--- src/rtl/sb_reg_pkg.sv ---
// rtl/sb_reg_pkg.sv - shared types, address map and access screening helpers
//
// Purpose: FSM state encoding, top of the implemented byte space, the table
// of register base addresses and the read-only byte map used to screen
// sideband register accesses.
// Ports: none (package).

package sb_reg_pkg;

  typedef enum logic [2:0] {
    ST_IDLE,
    ST_WRITE,
    ST_RD_ISSUE,
    ST_RD_WAIT,
    ST_RESP
  } state_e;

  // Highest implemented byte address of the register file.
  localparam int MEM_TOP = 156;

  localparam int NUM_REG = 11;
  localparam logic [7:0] REG_BASE [NUM_REG] = '{
    8'd0, 8'd4, 8'd8, 8'd66, 8'd70, 8'd74, 8'd78, 8'd81, 8'd85, 8'd89, 8'd93
  };

  // Reads are only legal at the first byte of a register.
  function automatic logic is_reg_base(input logic [7:0] a);
    logic hit;
    hit = 1'b0;
    for (int i = 0; i < NUM_REG; i++) begin
      if (a == REG_BASE[i]) hit = 1'b1;
    end
    return hit;
  endfunction

  // Read-only bytes: 0-7, 78-82, 89-92. Address is 9 bits so that a burst
  // running past 255 never aliases back onto low addresses.
  function automatic logic is_ro_byte(input logic [8:0] a);
    return (a <= 9'd7) ||
           (a >= 9'd78 && a <= 9'd82) ||
           (a >= 9'd89 && a <= 9'd92);
  endfunction

endpackage

--- src/rtl/sb_reg_access_ctrl_if.sv ---
// rtl/sb_reg_access_ctrl_if.sv - requester, register-file and response bus bundle
//
// Purpose: groups the two requester handshakes, the register-file strobes and
// the response channel of sb_reg_access_ctrl.
// Modports: slave  - the access controller (drives ready, s_*, rsp_*)
//           master - requesters plus register file (drive req*, sb_read)

interface sb_reg_access_ctrl_if;

  logic        req0_valid;
  logic        req0_write;
  logic [7:0]  req0_addr;
  logic [2:0]  req0_len;
  logic [31:0] req0_wdata;
  logic        req0_ready;

  logic        req1_valid;
  logic        req1_write;
  logic [7:0]  req1_addr;
  logic [2:0]  req1_len;
  logic [31:0] req1_wdata;
  logic        req1_ready;

  logic        s_read;
  logic        s_write;
  logic [7:0]  s_address;
  logic [7:0]  s_data;
  logic [23:0] sb_read;

  logic        rsp_valid;
  logic        rsp_id;
  logic [23:0] rsp_data;
  logic        rsp_err;

  modport slave (
    input  req0_valid, req0_write, req0_addr, req0_len, req0_wdata,
    input  req1_valid, req1_write, req1_addr, req1_len, req1_wdata,
    input  sb_read,
    output req0_ready, req1_ready,
    output s_read, s_write, s_address, s_data,
    output rsp_valid, rsp_id, rsp_data, rsp_err
  );

  modport master (
    output req0_valid, req0_write, req0_addr, req0_len, req0_wdata,
    output req1_valid, req1_write, req1_addr, req1_len, req1_wdata,
    output sb_read,
    input  req0_ready, req1_ready,
    input  s_read, s_write, s_address, s_data,
    input  rsp_valid, rsp_id, rsp_data, rsp_err
  );

endinterface

--- src/rtl/sb_rr_arbiter.sv ---
// rtl/sb_rr_arbiter.sv - 2-way round-robin grant with last-grant pointer
//
// Purpose: picks one of two requesters; when both request, the one not
// granted last wins. The pointer only moves when the grant is taken.
// Ports: clk, rst (sync, active-high), req[1:0] requests, take commits the
//        current grant, gnt_valid any request, gnt_id granted index.

module sb_rr_arbiter (
  input  logic       clk,
  input  logic       rst,
  input  logic [1:0] req,
  input  logic       take,
  output logic       gnt_valid,
  output logic       gnt_id
);

  logic last_q;
  logic last_d;

  always_comb begin
    gnt_valid = |req;
    gnt_id    = (req == 2'b11) ? ~last_q : req[1];
    last_d    = last_q;
    if (take && gnt_valid) last_d = gnt_id;
  end

  // Reset to "req1 granted last" so req0 wins the first contest.
  always_ff @(posedge clk) begin
    if (rst) last_q <= 1'b1;
    else     last_q <= last_d;
  end

endmodule

--- src/rtl/sb_reg_access_ctrl.sv ---
// rtl/sb_reg_access_ctrl.sv - arbitrating sequencer in front of the sideband register file
//
// Purpose: accepts one request at a time from two requesters, screens it,
// splits writes into per-byte s_write cycles, issues single-cycle reads and
// returns exactly one response pulse per accepted request.
// Ports: fsm_clk clock, rst sync active-high reset, bus (slave modport):
//        req0_*/req1_* request handshakes, s_* register-file strobes,
//        sb_read read data, rsp_* response channel. All outputs registered.

module sb_reg_access_ctrl #(
  parameter int MAX_LEN = 4
) (
  input  logic                  fsm_clk,
  input  logic                  rst,
  sb_reg_access_ctrl_if.slave   bus
);
  import sb_reg_pkg::*;

  state_e      state_q, state_d;
  logic        wr_q, wr_d, id_q, id_d, err_q, err_d;
  logic [7:0]  addr_q, addr_d;
  logic [2:0]  len_q, len_d, cnt_q, cnt_d;
  logic [31:0] wdata_q, wdata_d;
  logic        ready0_q, ready0_d, ready1_q, ready1_d;
  logic        s_read_q, s_read_d, s_write_q, s_write_d;
  logic [7:0]  s_address_q, s_address_d, s_data_q, s_data_d;
  logic        rsp_valid_q, rsp_valid_d, rsp_id_q, rsp_id_d, rsp_err_q, rsp_err_d;
  logic [23:0] rsp_data_q, rsp_data_d;

  logic        take, arb_valid, arb_id;
  logic        sel_write, wr_err, sel_err;
  logic [7:0]  sel_addr;
  logic [2:0]  sel_len;
  logic [31:0] sel_wdata;
  logic [8:0]  byte_addr;

  sb_rr_arbiter u_arb (
    .clk       (fsm_clk),
    .rst       (rst),
    .req       ({bus.req1_valid, bus.req0_valid}),
    .take      (take),
    .gnt_valid (arb_valid),
    .gnt_id    (arb_id)
  );

  assign sel_write = arb_id ? bus.req1_write : bus.req0_write;
  assign sel_addr  = arb_id ? bus.req1_addr  : bus.req0_addr;
  assign sel_len   = arb_id ? bus.req1_len   : bus.req0_len;
  assign sel_wdata = arb_id ? bus.req1_wdata : bus.req0_wdata;

  // A burst is rejected as a whole if any of its bytes is out of range or
  // read-only, so nothing is ever partially written.
  always_comb begin
    wr_err    = (sel_len == 3'd0) || (int'(sel_len) > MAX_LEN);
    byte_addr = {1'b0, sel_addr};
    for (int k = 0; k < MAX_LEN; k++) begin
      byte_addr = {1'b0, sel_addr} + 9'(k);
      if (k < int'(sel_len) && (byte_addr > 9'(MEM_TOP) || is_ro_byte(byte_addr)))
        wr_err = 1'b1;
    end
  end

  assign sel_err = sel_write ? wr_err : !is_reg_base(sel_addr);

  always_comb begin
    state_d     = state_q;
    wr_d        = wr_q;
    id_d        = id_q;
    err_d       = err_q;
    addr_d      = addr_q;
    len_d       = len_q;
    cnt_d       = cnt_q;
    wdata_d     = wdata_q;
    take        = 1'b0;
    ready0_d    = 1'b0;
    ready1_d    = 1'b0;
    s_read_d    = 1'b0;
    s_write_d   = 1'b0;
    s_address_d = 8'd0;
    s_data_d    = 8'd0;
    rsp_valid_d = 1'b0;
    rsp_id_d    = 1'b0;
    rsp_err_d   = 1'b0;
    rsp_data_d  = 24'd0;
    case (state_q)
      ST_IDLE: begin
        if (arb_valid) begin
          take     = 1'b1;
          ready0_d = !arb_id;
          ready1_d = arb_id;
          wr_d     = sel_write;
          id_d     = arb_id;
          addr_d   = sel_addr;
          len_d    = sel_len;
          wdata_d  = sel_wdata;
          err_d    = sel_err;
          cnt_d    = 3'd0;
          if (sel_err)        state_d = ST_RESP;
          else if (sel_write) state_d = ST_WRITE;
          else                state_d = ST_RD_ISSUE;
        end
      end
      ST_WRITE: begin
        s_write_d   = 1'b1;
        s_address_d = addr_q + {5'd0, cnt_q};
        s_data_d    = 8'(wdata_q >> {cnt_q, 3'b000});
        cnt_d       = cnt_q + 3'd1;
        if (cnt_q == len_q - 3'd1) state_d = ST_RESP;
      end
      ST_RD_ISSUE: begin
        s_read_d    = 1'b1;
        s_address_d = addr_q;
        state_d     = ST_RD_WAIT;
      end
      ST_RD_WAIT: begin
        state_d = ST_RESP;
      end
      ST_RESP: begin
        // For a read, the register file result is on sb_read during this
        // cycle (one cycle after the strobe), so it is sampled straight into
        // the response register.
        rsp_valid_d = 1'b1;
        rsp_id_d    = id_q;
        rsp_err_d   = err_q;
        rsp_data_d  = (wr_q || err_q) ? 24'd0 : bus.sb_read;
        state_d     = ST_IDLE;
      end
      default: state_d = ST_IDLE;
    endcase
  end

  always_ff @(posedge fsm_clk) begin
    if (rst) begin
      state_q     <= ST_IDLE;
      wr_q        <= 1'b0;
      id_q        <= 1'b0;
      err_q       <= 1'b0;
      addr_q      <= 8'd0;
      len_q       <= 3'd0;
      cnt_q       <= 3'd0;
      wdata_q     <= 32'd0;
      ready0_q    <= 1'b0;
      ready1_q    <= 1'b0;
      s_read_q    <= 1'b0;
      s_write_q   <= 1'b0;
      s_address_q <= 8'd0;
      s_data_q    <= 8'd0;
      rsp_valid_q <= 1'b0;
      rsp_id_q    <= 1'b0;
      rsp_err_q   <= 1'b0;
      rsp_data_q  <= 24'd0;
    end else begin
      state_q     <= state_d;
      wr_q        <= wr_d;
      id_q        <= id_d;
      err_q       <= err_d;
      addr_q      <= addr_d;
      len_q       <= len_d;
      cnt_q       <= cnt_d;
      wdata_q     <= wdata_d;
      ready0_q    <= ready0_d;
      ready1_q    <= ready1_d;
      s_read_q    <= s_read_d;
      s_write_q   <= s_write_d;
      s_address_q <= s_address_d;
      s_data_q    <= s_data_d;
      rsp_valid_q <= rsp_valid_d;
      rsp_id_q    <= rsp_id_d;
      rsp_err_q   <= rsp_err_d;
      rsp_data_q  <= rsp_data_d;
    end
  end

  assign bus.req0_ready = ready0_q;
  assign bus.req1_ready = ready1_q;
  assign bus.s_read     = s_read_q;
  assign bus.s_write    = s_write_q;
  assign bus.s_address  = s_address_q;
  assign bus.s_data     = s_data_q;
  assign bus.rsp_valid  = rsp_valid_q;
  assign bus.rsp_id     = rsp_id_q;
  assign bus.rsp_err    = rsp_err_q;
  assign bus.rsp_data   = rsp_data_q;

endmodule
--- src/flat_wrapper.sv ---
// flat-port wrapper written by rule: the top's interface ports become plain ports
module sb_reg_access_ctrl_flat import sb_reg_pkg::*;
#(
  parameter int MAX_LEN = 4
)
  (fsm_clk, rst, bus_req0_valid, bus_req0_write, bus_req0_addr, bus_req0_len, bus_req0_wdata, bus_req1_valid, bus_req1_write, bus_req1_addr, bus_req1_len, bus_req1_wdata, bus_sb_read, bus_req0_ready, bus_req1_ready, bus_s_read, bus_s_write, bus_s_address, bus_s_data, bus_rsp_valid, bus_rsp_id, bus_rsp_data, bus_rsp_err);
  sb_reg_access_ctrl_if bus_i ();
  input  logic fsm_clk;
  input  logic rst;
  input wire logic [$bits(bus_i.req0_valid)-1:0] bus_req0_valid;
  input wire logic [$bits(bus_i.req0_write)-1:0] bus_req0_write;
  input wire logic [$bits(bus_i.req0_addr)-1:0] bus_req0_addr;
  input wire logic [$bits(bus_i.req0_len)-1:0] bus_req0_len;
  input wire logic [$bits(bus_i.req0_wdata)-1:0] bus_req0_wdata;
  input wire logic [$bits(bus_i.req1_valid)-1:0] bus_req1_valid;
  input wire logic [$bits(bus_i.req1_write)-1:0] bus_req1_write;
  input wire logic [$bits(bus_i.req1_addr)-1:0] bus_req1_addr;
  input wire logic [$bits(bus_i.req1_len)-1:0] bus_req1_len;
  input wire logic [$bits(bus_i.req1_wdata)-1:0] bus_req1_wdata;
  input wire logic [$bits(bus_i.sb_read)-1:0] bus_sb_read;
  output wire logic [$bits(bus_i.req0_ready)-1:0] bus_req0_ready;
  output wire logic [$bits(bus_i.req1_ready)-1:0] bus_req1_ready;
  output wire logic [$bits(bus_i.s_read)-1:0] bus_s_read;
  output wire logic [$bits(bus_i.s_write)-1:0] bus_s_write;
  output wire logic [$bits(bus_i.s_address)-1:0] bus_s_address;
  output wire logic [$bits(bus_i.s_data)-1:0] bus_s_data;
  output wire logic [$bits(bus_i.rsp_valid)-1:0] bus_rsp_valid;
  output wire logic [$bits(bus_i.rsp_id)-1:0] bus_rsp_id;
  output wire logic [$bits(bus_i.rsp_data)-1:0] bus_rsp_data;
  output wire logic [$bits(bus_i.rsp_err)-1:0] bus_rsp_err;
  assign bus_i.req0_valid = bus_req0_valid;
  assign bus_i.req0_write = bus_req0_write;
  assign bus_i.req0_addr = bus_req0_addr;
  assign bus_i.req0_len = bus_req0_len;
  assign bus_i.req0_wdata = bus_req0_wdata;
  assign bus_i.req1_valid = bus_req1_valid;
  assign bus_i.req1_write = bus_req1_write;
  assign bus_i.req1_addr = bus_req1_addr;
  assign bus_i.req1_len = bus_req1_len;
  assign bus_i.req1_wdata = bus_req1_wdata;
  assign bus_i.sb_read = bus_sb_read;
  assign bus_req0_ready = bus_i.req0_ready;
  assign bus_req1_ready = bus_i.req1_ready;
  assign bus_s_read = bus_i.s_read;
  assign bus_s_write = bus_i.s_write;
  assign bus_s_address = bus_i.s_address;
  assign bus_s_data = bus_i.s_data;
  assign bus_rsp_valid = bus_i.rsp_valid;
  assign bus_rsp_id = bus_i.rsp_id;
  assign bus_rsp_data = bus_i.rsp_data;
  assign bus_rsp_err = bus_i.rsp_err;
  sb_reg_access_ctrl #(.MAX_LEN(MAX_LEN)) u_core (.fsm_clk(fsm_clk), .rst(rst), .bus(bus_i));
endmodule
--- config.mk ---
export PLATFORM = sky130hd
export DESIGN_NAME = sb_reg_access_ctrl_flat
export DESIGN_NICKNAME = d
export VERILOG_FILES = /design/src/rtl/sb_reg_pkg.sv /design/src/rtl/sb_reg_access_ctrl_if.sv /design/src/rtl/sb_rr_arbiter.sv /design/src/rtl/sb_reg_access_ctrl.sv /design/src/flat_wrapper.sv
export SDC_FILE = /design/constraint.sdc
export NUM_CORES = 1
export LEC_CHECK = 0
export BUFFER_PORTS_ARGS = -buffer_cell sky130_fd_sc_hd__buf_4
export CORE_ASPECT_RATIO = 0.9
export CORE_UTILIZATION = 45
export CTS_CLUSTER_SIZE = 12
export DETAILED_ROUTE_END_ITERATION = 12
export MAX_ROUTING_LAYER = met4
export PLACE_DENSITY = 0.73
export SYNTH_ARGS = -nofsm -noshare
export SYNTH_HDL_FRONTEND = slang
export SYNTH_SLANG_ARGS = --single-unit
--- constraint.sdc ---
create_clock -name fsm_clk -period 3.52 [get_ports fsm_clk]
set_input_delay 0.352 -clock fsm_clk [delete_from_list [all_inputs] [get_ports fsm_clk]]
set_output_delay 0.352 -clock fsm_clk [all_outputs]
set_load 0.02 [all_outputs]
==> impl_metrics.json <==
{
  "status": "finished clean",
  "wl_per_cell_um": 17.7,
  "coreArea_um2": 12200,
  "post_cts_resized": 0,
  "critical_path.cell_chain": "a21bo_4, mux2i_4, inv_1, ha_1, nand3_1, mux2i_2, xnor2_2, nor4_2, o211ai_1, a32oi_1, and4bb_4, a221o_1",
  "rows": 38,
  "cts_tree": "done",
  "syn_avg_cell_area_um2": 8.51,
  "powerDensity_nw_per_um2": 445,
  "holdWs_ns": 0.209,
  "postRouteWirelength_um": 17200,
  "ys_seq_area_share_pct": 35.0,
  "route.detailed.drc": 0,
  "holdPathStages": 2,
  "finClkSkew_ns": 0.0104,
  "crit_type": "flip-flop to flip-flop",
  "synth_largest_area_cell": "dfxtp_1",
  "finalCritPeriodShare_pct": 92.8,
  "hold_viol_final": 0,
  "grt_pass1_vias": 5306,
  "crit_path_start_kind": "flip-flop",
  "cts_num_sinks": 100,
  "crit_arrival_ns": 3.49,
  "synth_top_area_share_pct": 35.0,
  "async_flop_share_pct": 0,
  "track_usage_pct": 26.8,
  "diodes": 0,
  "rsz0062_at_grt": "false",
  "layout_min_cycle_time_ns": 3.27,
  "finalSetupTns_ns": 0,
  "max_stage_delay_ns": 0.45,
  "slew_headroom_pct": 27.2,
  "synth_edf_count": 0,
  "fp.dieH_um": 109,
  "grt_max_degree": 92,
  "initial_core_util_pct": 46.8,
  "worstSetupEndpointType": "flip-flop",
  "drtIter0Drc": 518,
  "root_buffer": "clkbuf_16",
  "postLayoutCellArea_um2": 7330,
  "post_dp_cell_area_um2": 7020,
  "cts_buffer_depth": 2,
  "vias_per_cell": 5.81,
  "num_io_pins": 163,
  "synth_flop_cell": "dfxtp_1",
  "ys_ff_latch": 100,
  "hold_class": "primary input to flip-flop",
  "required_ns": 3.75,
  "numPortBuffers": 162,
  "path_clk_slew_ns": 0.07,
  "worst-r2r-cell-count": 12,
  "ctsHoldBuffers": 0,
  "fillers": 1058,
  "finalWeightedCongestion": 0.956,
  "die_area_um2": 13200,
  "grt.overflow.total": 0,
  "post_cts_buffers": 0,
  "max_cap_viol_count": 0,
  "path_depth": 12,
  "ant_nets": 0,
  "tightest_slew_ns": 1.09,
  "synth_area_um2": 5720,
  "vdd_drop_max_uv": 233,
  "clk-insertion-delay-late_ns": 0.34,
  "die_x_um": 121,
  "dp_cells": 955,
  "final_util_pct": 60.0,
  "cpMaxStageDelayCell": "ha_1",
  "tritoncts.num_buffers": 9,
  "p_leak_nw": 3.13,
  "antenna_found_initial": 0,
  "dpl.hpwl_um": 12400,
  "final_common_cell": "buf_4",
  "via_count": 5641,
  "grt_pass1_wl_um": 26900,
  "syn2layout_area_growth_pct": 28.2,
  "synth_nets": 804,
  "ys_warn_count": 0,
  "drive_gt1_share_pct": 27.5,
  "htree_levels": 3,
  "crit_fanout": 11,
  "final_cell_mix": "174 x buf_4, 100 x dfxtp_1, 99 x nand2_1",
  "syn_inst": 672,
  "synth.area.top_cells": "dfxtp_1 35%, nand2_1 6.5%, a311oi_1 5.7%, nor2_1 5.0%, and2_1 3.3%",
  "fmax_mhz": 306,
  "instances_no_fill": 971,
  "firstDrtPassIters": 5,
  "path_buf_inv": 1,
  "slew_violations": 0,
  "path_delay_family": "compound AO/OA/AOI/OAI gates",
  "setup_viol": 0,
  "nNetsFinal": 938,
  "synthDistinctLibCells": 79
}
final cells by class:
type	count	area, µm²	share of cell area [%]
timing repair buffer	175	1330	18.1
tap	160	200	2.73
sequential	100	2000	27.3
multi-input combinational	504	3430	46.7
clock buffer	9	225	3.07
clock inverter	7	91.3	1.25
inverter	16	60.1	0.819
routing by layer:
metal  up-vias  GRT usage, %  routed length [µm]
met2       257          44.4                8320
met1      2670          32.5                7230
met4         0          11.2                 431
met3        32          4.34                1170
li1       2682             -                   -
met5         -             -                   0
logic make-up after synthesis:
kind of cell,synth area share [%]
buffers and inverters,5.40
AOI/OAI and AO/OA,18.9
xor gates and xnor gates,4.27
DFF,35.0
muxes,8.88
and+or+nand+nor,23.9
adders and majority gates,3.63
path summary, 6_finish.rpt:
check / from / to / slack, ns
worst min-delay path: bus_sb_read[10] / u_core.bus.rsp_data[10] / 0.21
worst max register to register: u_core.u_arb.last_q / u_core.state_q[0] / 0.25
worst max-delay path: u_core.u_arb.last_q / u_core.state_q[0] / 0.25
worst min register to register: u_core.id_q / u_core.bus.rsp_id / 0.47
metrics by stage:
| step | power (mW) | setup slack [ns] |
|---|---|---|
| floorplan | 1.94 | 0.0396 |
| global placement | 2.24 | 0.150 |
| detailed placement | 2.26 | 0.179 |
| CTS | 3.27 | 0.308 |
| global route | 3.43 | 0.0585 |
| finish | 3.26 | 0.253 |
registers in the layout, indices dropped and copies added (netlist names), 3 cells and up:
name,cells
u_core.bus.rsp_data,24
u_core.wdata_q,32
u_core.bus.s_data,8
u_core.addr_q,8
u_core.len_q,3
u_core.state_q,3
u_core.bus.s_address,8
u_core.cnt_q,3
where the power goes:
group          internal (mW)  total (mW)  switching, mW  leakage, nW
combinational          0.407       0.920          0.513         2.16
clock                  0.568        1.02          0.449        0.151
sequential              1.25        1.32         0.0780        0.820
cells in the mapped netlist (all sizes together) (15+ instances only):
cell,count
a311oi,37
nand2,99
nor2,76
clkbuf,32
and2,31
nor2b,18
buf,20
dfxtp,100
mux2i,22
inv,16
xnor2,20
ha,15
nand3,16
(Power assumes the default switching activity.)
